--- config.mk ---
export PLATFORM = sky130hd
export DESIGN_NAME = led_matrix_scanner
export DESIGN_NICKNAME = d
export VERILOG_FILES = /design/src/rtl/led_scan_pkg.sv /design/src/rtl/led_scan_addr_gen.sv /design/src/rtl/led_matrix_scanner.sv
export SDC_FILE = /design/constraint.sdc
export NUM_CORES = 1
export LEC_CHECK = 0
export CORE_ASPECT_RATIO = 0.7
export CORE_MARGIN = 8
export CORE_UTILIZATION = 49
export CTS_CLUSTER_DIAMETER = 30
export DETAILED_ROUTE_END_ITERATION = 10
export PLACE_DENSITY = 0.74
export SLEW_MARGIN = 20
export SYNTH_ARGS = -nofsm -noshare
export SYNTH_HDL_FRONTEND = slang
export SYNTH_HIERARCHICAL = 1
export SYNTH_SLANG_ARGS = --single-unit
--- constraint.sdc ---
create_clock -name clk -period 3.2 [get_ports clk]
set_input_delay 0.64 -clock clk [delete_from_list [all_inputs] [get_ports clk]]
set_output_delay 0.64 -clock clk [all_outputs]
set_load 0.01 [all_outputs]
--- src/rtl/led_scan_pkg.sv ---
// Shared types, geometry constants and frame-buffer word indexing for the LED matrix scanner.
package led_scan_pkg;

  typedef enum logic [1:0] {
    IDLE  = 2'd0,
    REQ   = 2'd1,
    FETCH = 2'd2,
    SHOW  = 2'd3
  } state_e;

  localparam int unsigned ROWS            = 16;
  localparam int unsigned COLS            = 32;
  localparam int unsigned BLOCKS          = 4;
  localparam int unsigned WORDS_PER_FRAME = 16;

  // Word = frame*16 + block*4 + row%4; the byte lane (row/4) is picked separately.
  function automatic logic [7:0] word_index(input logic [3:0] frame,
                                            input logic [3:0] row,
                                            input logic [1:0] block);
    return {frame, block, row[1:0]};
  endfunction

endpackage

--- src/rtl/led_scan_addr_gen.sv ---
// Combinational frame-buffer byte address and read-data byte-lane select for one block fetch.
module led_scan_addr_gen
  import led_scan_pkg::*;
#(
  parameter logic [31:0] BASE_ADDR = 32'h1000_0000
) (
  input  logic [3:0]  frame_i,
  input  logic [3:0]  row_i,
  input  logic [1:0]  block_i,
  input  logic [31:0] rd_data_i,
  output logic [31:0] addr_o,
  output logic [7:0]  lane_o
);

  logic [7:0] word_s;

  // Byte address of the word feeding this block, wrapping modulo 2^32.
  always_comb begin
    word_s = word_index(frame_i, row_i, block_i);
    addr_o = BASE_ADDR + {22'd0, word_s, 2'b00};
  end

  // Rows 0-3 use lane 0, rows 4-7 lane 1, and so on.
  always_comb begin
    case (row_i[3:2])
      2'd0:    lane_o = rd_data_i[7:0];
      2'd1:    lane_o = rd_data_i[15:8];
      2'd2:    lane_o = rd_data_i[23:16];
      2'd3:    lane_o = rd_data_i[31:24];
      default: lane_o = 8'hFF;
    endcase
  end

endmodule

--- src/rtl/led_matrix_scanner.sv ---
// Row-at-a-time scanner for a 16x32 active-low LED matrix fed from the shared dmem frame buffer.
// Optional macro LED_SCAN_BRIGHTNESS_EN adds a 4-bit brightness input that gates the row drive.
module led_matrix_scanner
  import led_scan_pkg::*;
#(
  parameter logic [31:0] BASE_ADDR    = 32'h1000_0000,
  parameter int unsigned DWELL_CYCLES = 5000,
  parameter int unsigned FRAME_REPEAT = 30,
  parameter int unsigned NUM_FRAMES   = 16
) (
  input  logic        clk,
  input  logic        reset,
  input  logic        enable,
  output logic        mem_req,
  input  logic        mem_gnt,
  output logic [31:0] mem_a,
  output logic        mem_cs,
  input  logic [31:0] mem_rd,
  output logic [15:0] row_n,
  output logic [31:0] col_n,
  output logic [3:0]  frame_idx,
  output logic        frame_start
`ifdef LED_SCAN_BRIGHTNESS_EN
  ,
  input  logic [3:0]  brightness
`endif
);

  localparam logic [31:0] DWELL_LAST = 32'(DWELL_CYCLES - 1);
  localparam logic [15:0] SCAN_LAST  = 16'(FRAME_REPEAT - 1);
  localparam logic [3:0]  FRAME_LAST = 4'(NUM_FRAMES - 1);
  localparam logic [3:0]  ROW_LAST   = 4'(ROWS - 1);

  state_e      state_q, state_d;
  logic [1:0]  block_q, block_d;
  logic [3:0]  row_q, row_d;
  logic [15:0] scan_q, scan_d;
  logic [3:0]  frame_q, frame_d;
  logic [31:0] dwell_q, dwell_d;
  logic [31:0] shadow_q, shadow_d;
  logic [31:0] col_q, col_d;
  logic [15:0] row_n_q, row_n_d;
  logic [31:0] mem_a_q, mem_a_d;
  logic        frame_start_q, frame_start_d;
  logic [3:0]  last_frame_q, last_frame_d;
  logic        shown_q, shown_d;

  logic [31:0] addr_s;
  logic [7:0]  lane_s;
  logic        capture_s;
  logic        enter_show_s;
  logic        dwell_term_s;
  logic        lit_s;

  led_scan_addr_gen #(
    .BASE_ADDR (BASE_ADDR)
  ) u_addr_gen (
    .frame_i   (frame_q),
    .row_i     (row_q),
    .block_i   (block_q),
    .rd_data_i (mem_rd),
    .addr_o    (addr_s),
    .lane_o    (lane_s)
  );

  // FSM state register.
  always_ff @(posedge clk) begin
    if (reset) begin
      state_q <= IDLE;
    end else begin
      state_q <= state_d;
    end
  end

  // FSM next-state logic; enable is only consulted from IDLE and at the end of a dwell.
  always_comb begin
    state_d = state_q;
    case (state_q)
      IDLE:    state_d = enable ? REQ : IDLE;
      REQ:     state_d = mem_gnt ? FETCH : REQ;
      FETCH:   state_d = (mem_gnt && (block_q == 2'd3)) ? SHOW : FETCH;
      SHOW:    state_d = dwell_term_s ? (enable ? REQ : IDLE) : SHOW;
      default: state_d = IDLE;
    endcase
  end

  // FSM outputs; chip select follows grant in the same cycle so a lost grant never reads.
  always_comb begin
    mem_req = (state_q == REQ) || (state_q == FETCH);
    mem_cs  = !((state_q == FETCH) && mem_gnt);
    mem_a   = mem_cs ? mem_a_q : addr_s;
  end

  // Counters, shadow capture and next display values.
  always_comb begin
    capture_s     = (state_q == FETCH) && mem_gnt;
    enter_show_s  = capture_s && (block_q == 2'd3);
    dwell_term_s  = (state_q == SHOW) && (dwell_q == DWELL_LAST);

    block_d       = block_q;
    row_d         = row_q;
    scan_d        = scan_q;
    frame_d       = frame_q;
    dwell_d       = dwell_q;
    shadow_d      = shadow_q;
    mem_a_d       = mem_a_q;
    col_d         = col_q;
    frame_start_d = 1'b0;
    last_frame_d  = last_frame_q;
    shown_d       = shown_q;

    if (capture_s) begin
      shadow_d[{block_q, 3'b000} +: 8] = lane_s;
      block_d = block_q + 2'd1;
      mem_a_d = addr_s;
    end else begin
      block_d = block_q;
    end

    if (state_q == SHOW) begin
      if (dwell_term_s) begin
        dwell_d = 32'd0;
        row_d   = row_q + 4'd1;
        if (row_q == ROW_LAST) begin
          if (scan_q >= SCAN_LAST) begin
            scan_d  = 16'd0;
            frame_d = (frame_q >= FRAME_LAST) ? 4'd0 : frame_q + 4'd1;
          end else begin
            scan_d  = scan_q + 16'd1;
          end
        end else begin
          scan_d = scan_q;
        end
      end else begin
        dwell_d = dwell_q + 32'd1;
      end
    end else begin
      dwell_d = 32'd0;
    end

    if (enter_show_s) begin
      col_d = shadow_d;
      if ((row_q == 4'd0) && (!shown_q || (last_frame_q != frame_q))) begin
        frame_start_d = 1'b1;
        shown_d       = 1'b1;
        last_frame_d  = frame_q;
      end else begin
        frame_start_d = 1'b0;
      end
    end else if (state_d == IDLE) begin
      col_d = 32'hFFFF_FFFF;
    end else begin
      col_d = col_q;
    end

`ifdef LED_SCAN_BRIGHTNESS_EN
    lit_s = (dwell_d[3:0] <= brightness);
`else
    lit_s = 1'b1;
`endif

    if ((state_d == SHOW) && lit_s) begin
      row_n_d = ~(16'd1 << row_d);
    end else begin
      row_n_d = 16'hFFFF;
    end
  end

  // Datapath registers.
  always_ff @(posedge clk) begin
    if (reset) begin
      block_q       <= 2'd0;
      row_q         <= 4'd0;
      scan_q        <= 16'd0;
      frame_q       <= 4'd0;
      dwell_q       <= 32'd0;
      shadow_q      <= 32'hFFFF_FFFF;
      col_q         <= 32'hFFFF_FFFF;
      row_n_q       <= 16'hFFFF;
      mem_a_q       <= BASE_ADDR;
      frame_start_q <= 1'b0;
      last_frame_q  <= 4'd0;
      shown_q       <= 1'b0;
    end else begin
      block_q       <= block_d;
      row_q         <= row_d;
      scan_q        <= scan_d;
      frame_q       <= frame_d;
      dwell_q       <= dwell_d;
      shadow_q      <= shadow_d;
      col_q         <= col_d;
      row_n_q       <= row_n_d;
      mem_a_q       <= mem_a_d;
      frame_start_q <= frame_start_d;
      last_frame_q  <= last_frame_d;
      shown_q       <= shown_d;
    end
  end

  // Display outputs come straight from registers.
  always_comb begin
    row_n       = row_n_q;
    col_n       = col_q;
    frame_idx   = frame_q;
    frame_start = frame_start_q;
  end

endmodule

======== After elaboration in Yosys (flattened, before gate mapping) ========
Cells that the tools add are included.
Widths: inputs -> output; s select.
storage, ports and cells
  word-level logic and storage cells ...... 76
  bits in registers ....................... 178
  bits in latches ......................... 0
  bits of input ports ..................... 36
  bits in read-only memories .............. 0
  output and inout bits ................... 87
  bits in writable memories ............... 0
  memories kept ........................... 0
cells by class
  divide/modulo/power cells ............... 0
  equal/unequal tests ..................... 11
  muxes and demuxes ....................... 16
  bitwise gates (word level) .............. 4
  shift-type cells ........................ 3
  multiply operators ...................... 0
  add/sub/neg operators ................... 7
  reductions and logical operators ........ 20
  order comparisons ....................... 2
operators with widths
  kind                    number
  $mux 32                 4
  $add 32x1->32 const B   1
  $bwmux 32               1
  $eq 32x13->1 const B    1
  $pmux 8 s4              1
  $shift 8x7->32 const A  1
  $shiftx 8x7->32         1
  $add 29x10->30 const A  1
  $add 16x1->16 const B   1
  $ge 16x5->1 const B     1
  $mux 16                 1
  $not 16->16             1
  $shl 1x4->16 const A    1
  $eq 2x2->1 const B      6
  $mux 4                  3
  $add 4x1->4 const B     2
  $pmux 2 s4              1
  $neg 5->7               1
  $logic_not 2->1         3
  $logic_and 1x1->1       5
  $eq 2x1->1 const B      2
  $eq 4x4->1 const B      1
  $ge 4x4->1 const B      1
  $logic_not 4->1         1
  other kinds (13)        21

======== Depth between registers and ports, before layout ========
Gate-level depths: netlist of the first run.
  depth in word-level cells ............... 7
  depth in mapped cells ................... 9
  mapped depth without buffers ............ 7

======== Cells and area by module ========
Netlist of the first run, hierarchy kept.
by module, submodules not included
  module              sequential area each (um2)  times used  area each (um2)  cells each
  led_matrix_scanner  3403.3                      1           7188.1           736
  led_scan_addr_gen   0.0                         1           444.2            44

======== Worst setup path after synthesis of the first run ========
Ideal clock, no wire load.
  path type ............................... input-to-output
  start point ............................. in mem_gnt
  end point ............................... out mem_a[3]
  setup slack ............................. 0.814 ns
  cell stages on the path ................. 4
  data required time ...................... 2.560 ns
  buffers on the path ..................... 2
  arrival ................................. 1.746 ns
  cells stage by stage .................... buf_2 nand2_1 clkbuf_1 mux2_2
on the way
  longest elaborated chain between the ends .. 2
ends and longest elaborated chain
  what               RTL line                  RTL
  start, declared    led_matrix_scanner.sv:15  input logic mem_gnt,
  $logic_and 1x1->1  led_matrix_scanner.sv:90  mem_cs = !((state_q == FETCH) && mem_gnt);
  $mux 32            -
  end, declared      led_matrix_scanner.sv:16  output logic [31:0] mem_a,
Every way passes these cells.

======== Worst setup path in the final report of the first run ========
  start point ............................. in mem_gnt
  end point ............................... out mem_a[2]
The elaborated chain is that of the path after synthesis.

==> results of run 1 <==
flip-flops by register name (all words and copies together), names as in the netlist, 16 cells and up:
signal	flops
mem_a_q	32
row_n	16
col_n	32
scan_q	16
dwell_q	32
shadow_q	24
cell families (layout without fill, tap and decap cells):
kind of cell | Yosys count | after routing | synth area share
and+or+nand+nor | 269 | 269 | 0.1967
xor gates and xnor gates | 39 | 39 | 0.04475
other | 2 | 24 | 0.0009840
buffers and inverters | 103 | 192 | 0.06951
DFF | 170 | 170 | 0.4459
adders and majority gates | 16 | 16 | 0.02623
muxes | 45 | 45 | 0.07738
AOI/OAI and AO/OA | 136 | 136 | 0.1385
through the flow:
step | hold WS [ps] | util
after CTS | 479.0 | 0.6198
after global placement | 446.5 | 0.5811
after detailed placement | 453.1 | 0.5811
after global routing | 505.4 | 0.6198
final | 471.5 | 0.6198
after floorplan | 429.7 | -
cell type report:
cell class	instances	area (um2)	share of cell area
clock buffer	17	425.4	0.04470
clock inverter	15	168.9	0.01775
inverter	16	60.06	0.006310
multi-input combinational	529	3814	0.4007
sequential	170	3403	0.3576
tap	200	250.2	0.02629
timing repair buffer	144	1396	0.1467
layout by cell type, fill, tap and decap left out, drive strengths merged, types with 5 or more instances in the layout:
cell	Yosys	final
dfxtp	170	170
clkdlybuf4s50	0	121
nor2	65	65
nor4	41	41
nand3	40	40
mux2	32	32
nor2b	32	32
a221oi	27	27
inv	16	27
o21bai	25	25
xor2	24	24
a221o	24	24
conb	2	24
nand4	23	23
a21oi	23	23
buf	45	23
nor3	18	18
clkbuf	42	17
ha	16	16
xnor2	15	15
nand2	14	14
o21ai	14	14
and3	8	8
mux4	8	8
and4	5	5
a31oi	5	5
mux2i	5	5
o31ai	5	5
metal layers:
metal,vias up,track usage,routed length (um)
li1,3020,-,-
met1,2894,0.2567,8862
met2,145,0.2770,8054
met3,16,0.04109,949
met4,0,0.05612,221
met5,-,0,0
power by group:
group,leakage [nW],switching [W],internal [W]
logic,1.78,0.000104,0.0000822
registers,1.37,0.00000253,0.00212
clock network,0.291,0.000951,0.00112
total,3.44,0.00106,0.00332
worst paths after layout:
check / cells past startpoint / end / from / slack, ps
worst max-delay path: 5 / mem_a[2] / mem_gnt / 300
worst min-delay path: 1 / dwell_q[0] / dwell_q[0] / 470
worst max register to register: 6 / dwell_q[5] / dwell_q[23] / 520
worst min register to register: 1 / dwell_q[0] / dwell_q[0] / 470
==> key figures, run 1 <==
Outcome
  – Outcome: finished clean

Synthesis
  – Count leader, synth: dfxtp_1
  – Syn Area/Cell: 9.785 um2
  – Cell area after synthesis: between 7000 and 8000 um2
  – Post-synthesis register bit count: 170
  – Synth unique cells: 56
  – Asr flop ratio synth: 0
  – Proportion of synthesized chip area in sequential cells: 0.4459
  – Post-synth top area cell: dfxtp_1
  – Post-synth top area share: 0.4459
  – Top post-synthesis cells by count: dfxtp_1 (170), nor2_1 (65), clkbuf_1 (41)
  – Commonest register cell after synthesis: dfxtp_1
  – Dominant cells by area after synthesis: dfxtp_1 (45%), mux2_2 (4.7%), buf_4 (3.2%)
  – YS warnings: 6
  – Post-synth EDFFs: 0
  – Syn Inst Count: 780

Layout
  – # fillers: 1,283
  – Design Area, Final: approximately 9500 um2
  – ANT cells: 0
  – Non-filler cells, final: 1,091
  – Fin nets: 930
  – Share of cells above drive strength 1: 0.1291
  – Synthesis-to-finish area growth: 24.70%

Critical path
  – CP arrival: 2260 ps
  – Slowest cell delay on critical path: 500 ps
  – CP max stage cell: clkdlybuf4s50_1
  – Worst Path Buf+Inv: 3
  – Delay-heaviest family, CP: buffers and inverters
  – WS Path Type: in2out
  – Crit path cell chain: clkdlybuf4s50_1, nand2_1, buf_12, mux2_2, clkdlybuf4s50_1
  – CP Capture Type: output port
  – Most used cell, CP: clkdlybuf4s50_1
  – Worst path required time: 2560 ps
  – Critical Path Source Type: input pin
  – Critical path fanouts, max: 35

Min path
  – HP Class: reg2reg

Clock network
  – Post-CTS Setup Bufs: 0
  – Longest Clk Path Bufs: 2
  – CTS resizes: 0
  – Clock sinks: 170
  – Post-CTS Hold Buffers: 0
  – Worst-Skew Late Latency: 420 ps
  – CTS tree: yes
  – H-tree levels: 4
  – CTS Root Cell: clkbuf_16
  – Clock Pin Slew Worst Setup and Hold Paths: 70 ps
  – Total CTS buffers: 17

Detailed routing
  – Vias per Instance: 5.568
  – TritonRoute pass-1 iters: 5
  – Routed wire length: 18.09 mm
  – # DRC: 0
  – Iter 0 DRT Violations: 502
  – WL per Instance: 16.58 um
  – Via count: just over 6k
  – Final ANT Viol Nets: 0

Power and ir drop
  – Worst VDD drop: 0.2990 mV
  – Pwr dens: around 460 nW/um2
  – Leakage: 3.438 nW
  – Final Total Pwr: 0.004378 W

STA
  – Final min period: between 2000 and 3000 ps
  – Clk_skew: 9.956 ps
  – Max Slew Vio Count: 0
  – Fin crit share: 0.9057
  – Hold Fails Final Rpt: 0
  – RSZ-0062 raised after global routing: no
  – Peak Freq: 345.1 MHz
  – Slew headroom: 0.2989
  – Final Setup Violations: 0
  – Final TNS setup: 0 ps
  – Least-Margin Pin Slew: 1048 ps
  – Worst setup margin: 301.9 ps

Run
  – Max cap viols: 0

Placed design
  – Final RePlAce weighted congestion: ~0.8
  – Number of port buffers: 122
  – Pre-CTS setup slack: 290.4 ps
  – Hpwl dp: around 12 mm
  – Placed standard-cell area: 8924 um2
  – Placed cells: 1,059

Floorplanning
  – I/O pin count: 123
  – Core area: approximately 15,000 um2
  – Starting Density: 0.4970
  – Row cnt: 38
  – Die Height: between 100 and 150 um
  – Die ar.: 19,890 um2
  – Die W: 165.2 um

GRT
  – Vias in the first global route: 5,767
  – Total gr overflow: 0
  – Largest net degree at the start of global routing: 75
  – GRT Util Overall: 0.1834
  – First-pass GRT wire length: 29.84 mm
  – Initial antenna violation count: 0
Note: power is estimated with default switching activity, not from simulation.
==> run 2: changes to the inputs <==
--- a/config.mk
+++ b/config.mk
@@ -10,7 +10,9 @@
 export CORE_UTILIZATION = 49
 export CTS_CLUSTER_DIAMETER = 30
 export DETAILED_ROUTE_END_ITERATION = 10
+export MAX_ROUTING_LAYER = met4
 export PLACE_DENSITY = 0.74
+export RECOVER_POWER = 25
 export SLEW_MARGIN = 20
 export SYNTH_ARGS = -nofsm -noshare
 export SYNTH_HDL_FRONTEND = slang
==> constraint.sdc (replaced) <==
create_clock -name clk -period 2.8 [get_ports clk]
set_input_delay 0.56 -clock clk [delete_from_list [all_inputs] [get_ports clk]]
set_output_delay 0.56 -clock clk [all_outputs]
set_load 0.01 [all_outputs]
==> run 2 against run 1 <==
Worst setup slack worse by 240 ps. Count of clock-buffer cells in the layout unchanged. Die area unchanged. Hold slack worse by 1.6 ps. Sequential share of layout area down 0.47 points. Register-to-register slack worse by 310 ps. First-iteration DRC count up 7.4%. Critical endpoint unchanged. Highest routed layer unchanged.
==> key figures, run 2 (same netlist as run 1, synthesis figures left out) <==
Critical path
  – Worst path required time: 2240 ps (-320 ps)
  – RR Startpoint: dwell_q[14]
  – FF-to-FF End: dwell_q[5]
  – CP arrival: 2180 ps (-80 ps)
  – CP Capture Type: output port
  – WS Path Type: reg2out
  – Critical Path Source Type: flip-flop
  – Setup crit end: mem_a[2]
  – R2R Setup Slk: 210 ps (-310 ps)
  – Reg2Reg Depth: 7 (+1)
  – Critical path fanouts, max: 17 (-51%)
  – Critical Path Source: state_q[0]

Clock network
  – Longest Clk Path Bufs: 2 (unchanged)
  – Clock sinks: 170 (unchanged)
  – Total CTS buffers: 17 (unchanged)
  – CTS Root Cell: clkbuf_16
  – Worst-Skew Late Latency: 430 ps (about the same)
  – Clock Pin Slew Worst Setup and Hold Paths: 70 ps (about the same)
  – H-tree levels: 4 (unchanged)
  – CTS tree: yes

Detailed routing
  – Via count: 6,151 (+1.3%)
  – TritonRoute pass-1 iters: 5 (unchanged)
  – WL per Instance: 16.87 um (+1.8%)
  – Routed wire length: 18.57 mm (+2.7%)
  – Iter 0 DRT Violations: 539 (+7.4%)
  – # DRC: 0 (unchanged)
  – Final ANT Viol Nets: 0 (unchanged)
  – Vias per Instance: 5.587 (+0.33%)

GRT
  – Vias in the first global route: 5,800 (+0.57%)
  – GRT Util Overall: 0.1918 (+0.008337)
  – Initial antenna violation count: 0 (unchanged)
  – Largest net degree at the start of global routing: 74 (-1.3%)
  – Total gr overflow: 0 (unchanged)
  – First-pass GRT wire length: 30.39 mm (+1.9%)

Layout
  – Most common cell after layout, fill and taps aside: dfxtp_1
  – Share of cells above drive strength 1: 0.1343 (+0.005227)
  – Fin nets: 940 (+1.1%)
  – ANT cells: 0 (unchanged)
  – Synthesis-to-finish area growth: 26.38%
  – Commonest cells after routing, fill and taps aside: dfxtp_1 (170), clkdlybuf4s50_1 (73), nor2_1 (65)
  – # fillers: 1,275 (-0.62%)

Power and ir drop
  – Leakage: 3.655 nW (+6.3%)
  – Worst VDD drop: 0.4530 mV (+51%)
  – Pwr dens: 515.2 nW/um2 (+12%)
  – Final Total Pwr: 0.004969 W (+14%)

Placed design
  – Hpwl dp: 12.36 mm (+2.6%)
  – Number of port buffers: 122 (unchanged)
  – Final RePlAce weighted congestion: 0.8483 (+7.9%)

Floorplanning
  – Die ar.: 19,890 um2 (unchanged)
  – I/O pin count: 123 (unchanged)
  – Die W: 165.2 um (unchanged)
  – Core area: 15,360 um2 (unchanged)
  – Starting Density: 0.4970 (unchanged)
  – Die Height: 120.4 um (unchanged)
  – Row cnt: 38 (unchanged)

STA
  – Max Slew Vio Count: 0 (unchanged)
  – Clk_skew: 13.87 ps (+3.918 ps)
  – Fin crit share: 0.9794
  – Final TNS setup: 0 ps (unchanged)
  – Slew headroom: 0.4332 (+0.1343)
  – Hold WS: 469.9 ps (-1.583 ps)
  – Final min period: between 2000 and 3000 ps
  – Final Setup Violations: 0 (unchanged)
  – Peak Freq: around 360 MHz
  – Least-Margin Pin Slew: 849.0 ps (-198.8 ps)
  – RSZ-0062 raised after global routing: no
  – Hold Fails Final Rpt: 0 (unchanged)

Outcome
  – Outcome: finished clean

Min path
  – HP Class: reg2reg

Run
  – Max cap viols: 0 (unchanged)
## run 2: critical path, cell delays in order (launching register included)
cell	delay, ps
dfxtp_1	360
inv_1	100
ha_4	180
nand2_2	120
buf_12	170
mux2_2	350
clkdlybuf4s50_1	490
## run 2: report_power, final
part	switching, W	total, W	leakage (nW)	internal, W
clock	0.00112	0.00233	0.286	0.00121
sequential	0.00000325	0.00242	1.37	0.00242
combinational	0.000121	0.000217	2.00	0.0000966
## run 2: routing by layer
layer / global-route usage / vias to the layer above / routed length (um)
met1: 0.2699 / 2923 / 9270
met3: 0.03396 / 16 / 953
li1: - / 3048 / -
met4: 0.04209 / 0 / 179
met5: - / - / 0
met2: 0.2826 / 164 / 8169
## run 2: how the worst min path moves through the flow
stage | start | end | slack, ps | cells after the start
final | dwell_q[0] | dwell_q[0] | 470 | 1
after detailed placement | dwell_q[0] | dwell_q[0] | 460 | 1
after floorplan | dwell_q[0] | dwell_q[0] | 430 | 1
after CTS | dwell_q[0] | dwell_q[0] | 470 | 1
after global placement | dwell_q[0] | dwell_q[0] | 440 | 1
after global routing | shown_q | shown_q | 500 | 2
## run 2: timing repair
action | 4_1_cts | 5_1_grt
hold buffers | 0 | 0
endpoints found under the hold margin | 0 | 0
buffers inserted | 1 | 0
gates resized for setup | 12 | 11
cloned | 1 | 0
endpoints found under the setup margin | 32 | 11
## run 2: per-stage QoR
stage / std cells / instance area, um2 / util / setup slack, ps
final: 1101 / 9646 / 0.6281 / 57.56
after global routing: 1101 / 9646 / 0.6281 / 0.3082
after CTS: 1101 / 9622 / 0.6265 / 0.5644
after detailed placement: 1067 / 8984 / 0.5850 / 31.04
after global placement: 1067 / 8984 / 0.5850 / 44.86
after floorplan: 802 / 7715 / - / 524.6
## run 2: area by class of cell
type,count,area (um2),area share
timing repair buffer,154,1509,0.1564
inverter,16,60.06,0.006226
tap,200,250.2,0.02594
sequential,170,3403,0.3528
multi-input combinational,529,3829,0.3969
clock buffer,17,425.4,0.04410
clock inverter,15,168.9,0.01751
